$ cat config.mk
export PLATFORM = sky130hd
export DESIGN_NAME = line_scanout
export DESIGN_NICKNAME = d
export VERILOG_FILES = /design/src/rtl/line_scanout_pkg.sv /design/src/rtl/scanout_shifter.sv /design/src/rtl/line_scanout.sv
export SDC_FILE = /design/constraint.sdc
export NUM_CORES = 1
export LEC_CHECK = 0
export BUFFER_PORTS_ARGS = -buffer_cell sky130_fd_sc_hd__buf_2
export CORE_AREA = 4 4 94 96
export DETAILED_ROUTE_END_ITERATION = 16
export DIE_AREA = 0 0 98 100
export GPL_ROUTABILITY_DRIVEN = 0
export PLACE_DENSITY = 0.6
export RECOVER_POWER = 100
export SYNTH_ARGS = -nofsm -noshare
export SYNTH_HDL_FRONTEND = slang
export SYNTH_HIERARCHICAL = 1
export SYNTH_SLANG_ARGS = --single-unit
$ cat constraint.sdc
create_clock -name clk -period 4.2 [get_ports clk]
set_clock_uncertainty 0.2 [all_clocks]
set_input_delay 0.42 -clock clk [delete_from_list [all_inputs] [get_ports clk]]
set_output_delay 0.42 -clock clk [all_outputs]
set_load 0.02 [all_outputs]
$ cat src/rtl/line_scanout_pkg.sv
// line_scanout_pkg
// Shared constants for the line-buffer scan-out block. These are the state
// encoding, the buffer word width, the bit-counter width and the default line
// geometry. The line_scanout top and its scanout_shifter sub-module import it.
package line_scanout_pkg;

  localparam int WORD_W             = 16;
  localparam int BIT_CNT_W          = 4;
  localparam int LINE_WORDS_DEFAULT = 160;
  localparam int ADDR_W_DEFAULT     = 8;

  typedef logic [1:0] state_t;

  localparam logic [1:0] ST_IDLE   = 2'd0;
  localparam logic [1:0] ST_FILL   = 2'd1;
  localparam logic [1:0] ST_ACTIVE = 2'd2;

endpackage

$ cat src/rtl/scanout_shifter.sv
// scanout_shifter
// A 16-bit pixel shift register. It has a parallel load, a left shift on
// enable, and an MSB output. When load and shift are both asserted in the
// same cycle, the load wins.
//
// Ports:
//   clk        - clock, posedge
//   rst        - asynchronous active-high reset
//   i_load     - load i_loadData into the register
//   i_loadData - parallel load value
//   i_shift    - shift left by one, filling with zero
//   o_msb      - current most-significant bit (the next pixel)
module scanout_shifter
  import line_scanout_pkg::*;
(
  input  logic              clk,
  input  logic              rst,
  input  logic              i_load,
  input  logic [WORD_W-1:0] i_loadData,
  input  logic              i_shift,
  output logic              o_msb
);

  logic [WORD_W-1:0] r_shreg;

  // Load has priority so that a word boundary can drop in the next word
  // on the same strobe that consumes the last bit of the current one.
  always_ff @(posedge clk or posedge rst) begin
    if (rst) begin
      r_shreg <= '0;
    end else if (i_load) begin
      r_shreg <= i_loadData;
    end else if (i_shift) begin
      r_shreg <= {r_shreg[WORD_W-2:0], 1'b0};
    end
  end

  assign o_msb = r_shreg[WORD_W-1];

endmodule

$ cat src/rtl/line_scanout.sv
// line_scanout
// This block is the read port of the 16-bit line buffer. On line_start it
// prefetches words 0 and 1. It then serializes the line MSB-first, emitting
// one pixel per pix_en. Each later word is fetched one word ahead, into a
// hold register.
//
// Optional feature: define LINE_SCANOUT_UNDERRUN_EN to implement the sticky
// underrun flag. When the macro is undefined, underrun is tied low and
// underrun_clr is ignored.
//
// Ports:
//   clk, rst      - clock (posedge) and asynchronous active-high reset
//   line_start    - single-cycle pulse; abort any line and start a new one
//   pix_en        - pixel strobe, one pixel consumed per high cycle
//   rd_en, raddr  - line-buffer read request (combinational)
//   rdata         - read data, valid the cycle after rd_en
//   pixel         - registered pixel value
//   pixel_valid   - pixel carries a line pixel this cycle
//   busy          - a line is in progress
//   underrun      - sticky: pix_en arrived with no pixel available
//   underrun_clr  - clears underrun (a simultaneous set wins)
module line_scanout
  import line_scanout_pkg::*;
#(
  parameter int LINE_WORDS = LINE_WORDS_DEFAULT,
  parameter int ADDR_W     = ADDR_W_DEFAULT
) (
  input  logic              clk,
  input  logic              rst,
  input  logic              line_start,
  input  logic              pix_en,
  output logic              rd_en,
  output logic [ADDR_W-1:0] raddr,
  input  logic [WORD_W-1:0] rdata,
  output logic              pixel,
  output logic              pixel_valid,
  output logic              busy,
  output logic              underrun,
  input  logic              underrun_clr
);

  // The word counter is one bit wider than the address so that a line of
  // exactly 2^ADDR_W words does not alias at the end.
  localparam logic [ADDR_W:0] WORDS     = (ADDR_W+1)'(LINE_WORDS);
  localparam logic [ADDR_W:0] LAST_WORD = (ADDR_W+1)'(LINE_WORDS - 1);

  state_t                r_state;
  logic                  r_fillPhase;
  logic [ADDR_W:0]       r_wordIdx;
  logic [BIT_CNT_W-1:0]  r_bitCnt;
  logic [WORD_W-1:0]     r_hold;
  logic                  r_holdCap;
  logic                  r_pixel;
  logic                  r_pixelValid;
  logic                  r_busy;

  logic                  w_fill;
  logic                  w_consume;
  logic                  w_wrap;
  logic                  w_lastWord;
  logic                  w_refill;
  logic [ADDR_W:0]       w_nextAddr;
  logic                  w_shLoad;
  logic [WORD_W-1:0]     w_loadData;
  logic                  w_shMsb;

  // A line_start in the current cycle overrides everything, so no read or
  // pixel work is started from the line being aborted.
  assign w_fill     = ~line_start & (r_state == ST_FILL);
  assign w_consume  = ~line_start & (r_state == ST_ACTIVE) & pix_en;
  assign w_wrap     = w_consume & (r_bitCnt == '1);
  assign w_lastWord = (r_wordIdx == LAST_WORD);
  assign w_nextAddr = r_wordIdx + (ADDR_W+1)'(2);
  assign w_refill   = w_wrap & (w_nextAddr < WORDS);

  // FILL reads word 0 and then word 1. During ACTIVE, each word boundary
  // fetches the word two ahead, which refills hold just after it is emptied.
  assign rd_en = w_fill | w_refill;
  assign raddr = w_fill   ? ADDR_W'(r_fillPhase) :
                 w_refill ? w_nextAddr[ADDR_W-1:0] : '0;

  // Word 0 goes straight from the buffer into the shifter. Every later word
  // passes through hold.
  assign w_shLoad   = (w_fill & r_fillPhase) | (w_wrap & ~w_lastWord);
  assign w_loadData = w_fill ? rdata : r_hold;

  scanout_shifter u_shifter (
    .clk        (clk),
    .rst        (rst),
    .i_load     (w_shLoad),
    .i_loadData (w_loadData),
    .i_shift    (w_consume),
    .o_msb      (w_shMsb)
  );

  // Line sequencing: prefetch, pixel output, bit/word counting, and the
  // hold capture one cycle after each read that is not aimed at the shifter.
  always_ff @(posedge clk or posedge rst) begin
    if (rst) begin
      r_state      <= ST_IDLE;
      r_fillPhase  <= 1'b0;
      r_wordIdx    <= '0;
      r_bitCnt     <= '0;
      r_hold       <= '0;
      r_holdCap    <= 1'b0;
      r_pixel      <= 1'b0;
      r_pixelValid <= 1'b0;
      r_busy       <= 1'b0;
    end else begin
      r_busy    <= line_start | (r_state != ST_IDLE);
      r_holdCap <= rd_en & ~(w_fill & ~r_fillPhase);
      if (r_holdCap) begin
        r_hold <= rdata;
      end
      if (line_start) begin
        r_state      <= ST_FILL;
        r_fillPhase  <= 1'b0;
        r_wordIdx    <= '0;
        r_bitCnt     <= '0;
        r_pixelValid <= 1'b0;
      end else begin
        case (r_state)
          ST_FILL: begin
            r_pixelValid <= 1'b0;
            if (pix_en) begin
              r_pixel <= 1'b0;
            end
            r_fillPhase <= 1'b1;
            if (r_fillPhase) begin
              r_state <= ST_ACTIVE;
            end
          end
          ST_ACTIVE: begin
            r_pixelValid <= pix_en;
            if (pix_en) begin
              r_pixel  <= w_shMsb;
              r_bitCnt <= r_bitCnt + 1'b1;
              if (w_wrap) begin
                if (w_lastWord) begin
                  r_state <= ST_IDLE;
                end else begin
                  r_wordIdx <= r_wordIdx + 1'b1;
                end
              end
            end
          end
          default: begin
            r_pixelValid <= 1'b0;
            r_state      <= ST_IDLE;
          end
        endcase
      end
    end
  end

  assign pixel       = r_pixel;
  assign pixel_valid = r_pixelValid;
  assign busy        = r_busy;

`ifdef LINE_SCANOUT_UNDERRUN_EN
  logic r_underrun;

  // Sticky underrun: pixels are only demanded while the prefetch is still
  // in flight. A new event beats a simultaneous clear.
  always_ff @(posedge clk or posedge rst) begin
    if (rst) begin
      r_underrun <= 1'b0;
    end else if (w_fill & pix_en) begin
      r_underrun <= 1'b1;
    end else if (underrun_clr) begin
      r_underrun <= 1'b0;
    end
  end

  assign underrun = r_underrun;
`else
  logic w_unusedClr;

  assign w_unusedClr = underrun_clr;
  assign underrun    = 1'b0;
`endif

endmodule

=== Yosys cells after proc, flatten, opt, wreduce, memory -nomap -nowiden ===
Index checks and enable logic that the tools add are counted.

* Register bits: 52
* Output and inout bits: 13
* Logic and storage cells: 78

* $add $sub $neg: 3
* $lt $le $gt $ge: 1
* Equal/unequal tests: 11
* Multiplexer cells: 26
* Bitwise gates (word level): 16
* Reduce and logical (&&, ||, !) cells: 11

{| class="wikitable"
|+ Operators by type and width
! cell !! count
|-
| 2-to-1 mux 16 bit || 3
|-
| 2-to-1 mux 9 bit || 5
|-
| 2-to-1 mux 8 bit || 2
|-
| nonzero test 2 bit || 7
|-
| 2-to-1 mux 4 bit || 3
|-
| inequality test 3 bit (second input constant) || 4
|-
| AND reduction 4 bit || 3
|-
| 2-to-1 mux 2 bit || 5
|-
| adder 9 x 1 -> 9 bit (second input constant) || 1
|-
| adder 9 x 2 -> 9 bit (second input constant) || 1
|-
| AND 1 bit || 9
|-
| equality test 9 x 8 -> 1 bit (second input constant) || 1
|-
| < comparator 9 x 8 -> 1 bit (second input constant) || 1
|-
| 2-to-1 mux 1 bit || 6
|-
| inequality test 2 bit (second input constant) || 3
|-
| adder 4 x 1 -> 4 bit (second input constant) || 1
|-
| equality test 4 bit (second input constant) || 1
|-
| NOT 1 bit || 4
|-
| case mux 2 bit (2 select lines) || 1
|-
| bitwise OR 1 bit || 3
|-
| equality test 2 x 1 -> 1 bit (second input constant) || 1
|-
| equality test 2 bit (second input constant) || 1
|-
| case mux 1 bit (2 select lines) || 1
|-
| AND reduction 2 bit || 1
|}

=== Longest topological paths before layout ===
* Word-level depth: 8
* Depth in mapped cells: 9
* Depth with buffers taken out: 6

=== By module ===
Netlist, hierarchy kept.

{| class="wikitable"
|+ By module, submodules not included
! module !! times used !! cells each !! area an instance (um2)
|-
| line_scanout || 1 || 196 || 2005.7
|-
| scanout_shifter || 1 || 70 || 745.7
|}

=== Worst setup path after synthesis ===
No wires, ideal clock.

* Path type: reg-to-output
* From: register r_wordIdx[1]
* To: output raddr[0]
* Data arrival time: 2.091 ns
* Required time: 3.580 ns
* Path slack: 1.489 ns
* Stages on the path, launching flop included: 7
* Path buffers: 1
* Cell sequence: dfrtp_1 -> ha_1 -> and3_1 -> clkbuf_1 -> or2_2 -> a32o_1 -> o21ai_0

* Longest elaborated chain between the ends: 5

{| class="wikitable"
|+ Ends and longest elaborated chain
! item !! RTL line !! text
|-
| from (decl) || line_scanout.sv:49 || <nowiki>logic [ADDR_W:0] r_wordIdx;</nowiki>
|-
| from (signal assigned) || line_scanout.sv:142 || <nowiki>r_wordIdx <= r_wordIdx + 1'b1;</nowiki>
|-
| adder 9 x 2 -> 9 bit || line_scanout.sv:73 || <nowiki>assign w_nextAddr = r_wordIdx + (ADDR_W+1)'(2);</nowiki>
|-
| < comparator 9 x 8 -> 1 bit || line_scanout.sv:74 || <nowiki>assign w_refill = w_wrap & (w_nextAddr < WORDS);</nowiki>
|-
| AND 1 bit || line_scanout.sv:74 ||
|-
| 2-to-1 mux 8 bit || line_scanout.sv:80 || <nowiki>w_refill ? w_nextAddr[ADDR_W-1:0] : '0;</nowiki>
|-
| 2-to-1 mux 8 bit || line_scanout.sv:79 || <nowiki>assign raddr = w_fill ? ADDR_W'(r_fillPhase) :</nowiki>
|-
| to (decl) || line_scanout.sv:33 || <nowiki>output logic [ADDR_W-1:0] raddr,</nowiki>
|}

Every way passes these cells.

=== Final worst setup path ===
* From: register r_state[1]
* To: output raddr[0]

* Longest elaborated chain between the ends: 7

{| class="wikitable"
|+ Ends and longest elaborated chain
! item !! RTL line !! text
|-
| from (decl) || line_scanout.sv:47 || <nowiki>state_t r_state;</nowiki>
|-
| from (signal assigned) || line_scanout.sv:100 || <nowiki>r_state <= ST_IDLE;</nowiki>
|-
| from (signal assigned) || line_scanout.sv:116 || <nowiki>r_state <= ST_FILL;</nowiki>
|-
| from (signal assigned) || line_scanout.sv:130 || <nowiki>r_state <= ST_ACTIVE;</nowiki>
|-
| equality test 2 bit || line_scanout.sv:70 || <nowiki>assign w_consume = ~line_start & (r_state == ST_ACTIVE) & pix_en;</nowiki>
|-
| AND 1 bit (2 in series) || line_scanout.sv:70 ||
|-
| AND 1 bit || line_scanout.sv:71 || <nowiki>assign w_wrap = w_consume & (r_bitCnt == '1);</nowiki>
|-
| AND 1 bit || line_scanout.sv:74 ||
|-
| 2-to-1 mux 8 bit || line_scanout.sv:80 ||
|-
| 2-to-1 mux 8 bit (*) || line_scanout.sv:79 ||
|}

Mark *: on every way between the ends. The rest lies on a longest branch, timed or not.

==> key figures <==
Outcome
  • Status: finished, violations left
  • Failing checks: capacitance limit, slew limit

Synthesis
  • Post-synth EDFFs: 0
  • Ranking of synthesized cells by area: dfrtp_1, mux2_2, mux2i_1, nand2_1, xnor2_1
  • Synthesized area: 2750 sq um
  • Synth warn: 6
  • Post-synthesis sequential area ratio: 47.3%
  • Synth Instances: 266
  • Synthesized net count: 290
  • Top cell type by total area after synthesis: dfrtp_1
  • Post-synth cell types: 43
  • Area share of the largest cell type after synthesis: 47.3%
  • Most used DFF post-synth: dfrtp_1
  • Post-synth ARST share: 100%
  • Syn avg cell area: 10.3 sq um
  • Seq cells post-synth: 52

Placement
  • PortBufs: 31
  • Place WS: 1500 ps
  • Post-DP HPWL: 3750 microns

Layout
  • Most common cell after layout, fill and taps aside: dfrtp_1
  • # nets final: 312
  • N_diodes: 0
  • Area grow syn2layout: 11.2%
  • Post-layout util: 38.0%
  • Ratio of cells with drive above 1 in the final layout: 22.5%
  • Most frequent cells in the layout: dfrtp_1, mux2_2, nand2_1, buf_2, o21ai_0

STA
  • Final Hold Fails: 0
  • Minimum clock period: 3190 ps
  • Fin. max-slew vios: 40
  • Rel. slew slack: -3.39%
  • Max Clk Rate: 313 MHz
  • Tcrit/Tclk final: 76.0%
  • Setup slack after layout: 1010 ps
  • Setup_tns: 0 ps
  • # setup viols final: 0
  • Actual slew at the worst max-slew pin: 1550 ps
  • RSZ-0062 raised after global routing: no

Worst setup path
  • Crit path from: r_state[1]$_DFFE_PP0P_
  • Critical path fanouts, max: 10
  • Critical R2R Launch: r_state[1]$_DFFE_PP0P_
  • Worst path max stage delay: 1220 ps
  • Critical path's slowest cell: nor3b_1
  • Critical path cell sequence: nor3b_1, nand2_1, o21ai_0, buf_2
  • Crit Path Class: reg -> out
  • CP top delay family: simple AND/OR/NAND/NOR gates
  • Critical path buffer and inverter count: 1
  • CP Launch Type: flip-flop
  • Crit path DAT: 2570 ps
  • Setup crit end kind: primary output
  • Worst EP required: 3580 ps

Die
  • # IOs: 34
  • Core Box Area: 8050 sq um
  • Initial Util: 34.2%
  • Die Width: 98 microns
  • Die Area: 9800 sq um
  • Die Height: 100 microns
  • FP Rows: 33

Routing
  • DRT Wirelength: 5290 microns
  • Initial DRC count: 92
  • Drt first pass iters: 4
  • Routed length per instance: 13.4 microns
  • DR vias/cell: 4.99
  • Post-route ant nets: 0
  • DR DRC count: 0
  • Via count: 1966

Clocking
  • CTS tree: built
  • H-tree Lvls: 2
  • Clock Latency Late Sink: 300 ps
  • Clock Sinks: 52
  • Num CTS Buffers: 5
  • CTS root buf: clkbuf_8
  • Maximum clock path buffer count: 2
  • Post-CTS Resized: 0
  • Reg clk slew, reported paths: 90 ps

Hold path
  • Hold Crit Start: rdata[13]
  • Worst hold path type: in -> reg

Job
  • Maxcap violations: 2

Power
  • PwrDens: 405 nW/um^2
  • Worst vdd ir: 0.000191 V
  • Lkg Pwr: 1.23 nW

Global route
  • Vias in the first global route: 1989
  • First-pass GRT wire length: 9260 microns
  • GRT Total Usage: 11.4%
  • Grt ovf: 0
  • Initial antenna violation count: 0
  • Pin count of the biggest net entering global routing: 33
==> final timing paths <==
path	end	depth (start not counted)	slack (ps)
max in group asynchronous	r_wordIdx[4]$_DFFE_PP0P_	4	1630
setup / recovery	raddr[0]	4	1010
hold reg to reg	pixel$_DFFE_PP0P_	2	280
hold / removal	r_hold[13]$_DFFE_PP0P_	2	160
min in group asynchronous	r_hold[7]$_DFFE_PP0P_	3	410
setup reg to reg	u_shifter/r_shreg[0]$_DFFE_PP0P_	6	1020
==> cells by family (layout without fill, tap and decap cells) <==
| group | after synthesis | after routing | synth area share [%] |
|---|---|---|---|
| compound gates | 35 | 35 | 7.37 |
| xor+xnor | 10 | 10 | 3.18 |
| fa+ha+maj | 3 | 3 | 1.36 |
| buf+inv | 28 | 51 | 5.09 |
| flops | 52 | 52 | 47.3 |
| mux | 50 | 50 | 19.7 |
| other cells | 1 | 1 | 0.136 |
| simple gates | 87 | 87 | 15.9 |
==> metrics by stage <==
stage / cell area, sq um / total power, mW / std cells / hold slack [ps]
5_1_grt: 3060 / 1.32 / 394 / 138
3_5_place_dp: 2960 / 0.903 / 385 / 223
4_1_cts: 3090 / 1.27 / 394 / 144
2_1_floorplan: 2750 / 0.844 / 266 / 134
3_3_place_gp: 2960 / 0.890 / 385 / 209
6_report: 3060 / 1.24 / 394 / 158
==> layout make-up <==
type	instances	area (sq um)
flip-flops and latches	52	1300
clock inverters	2	38.8
clock buffers	6	82.6
multi-input cells	186	1310
inverters	8	30.0
repair buffers	35	166
fillers	824	4990
well taps	105	131
==> what timing repair did <==
action | in CTS | in global routing
setup buffers | 0 | 0
endpoints found under the setup margin | 0 | 0
hold buffers | 1 | 0
hold endpoints to repair | 8 | 0
==> flip-flops by register name (all words and copies together), names as in the netlist, 2 cells and up <==
signal and flops:
r_bitCnt 4, u_shifter/r_shreg 16, r_state 2, r_hold 16, r_wordIdx 9
==> cells in the mapped netlist (2+ instances only) <==
master and n:
nor3_1 8, dfrtp_1 52, o21ai_1 9, nand3_1 6
o21ai_0 12, a21oi_1 5, nand4_1 5, nor2_1 15
mux2i_1 17, nand2b_1 4, or3_1 6, mux2_2 33
o31ai_1 3, and3_1 2, clkbuf_1 10, buf_2 5
ha_1 3, nor4_1 3, xnor2_1 7, xor2_1 3
or2_2 2, nand2_1 28, inv_1 8
==> power breakdown <==
| group | internal [mW] | switching (mW) |
|---|---|---|
| sequential | 0.612 | 0.0595 |
| combinational | 0.121 | 0.0892 |
| clock | 0.195 | 0.161 |
| total | 0.929 | 0.310 |
==> per-layer routing <==
layer / routed length (microns) / global-route usage [%]
met5: 0 / 0
met1: 2590 / 15.0
met4: 61 / 3.51
met2: 2460 / 19.1
met3: 182 / 2.50
(Power assumes the default switching activity.)
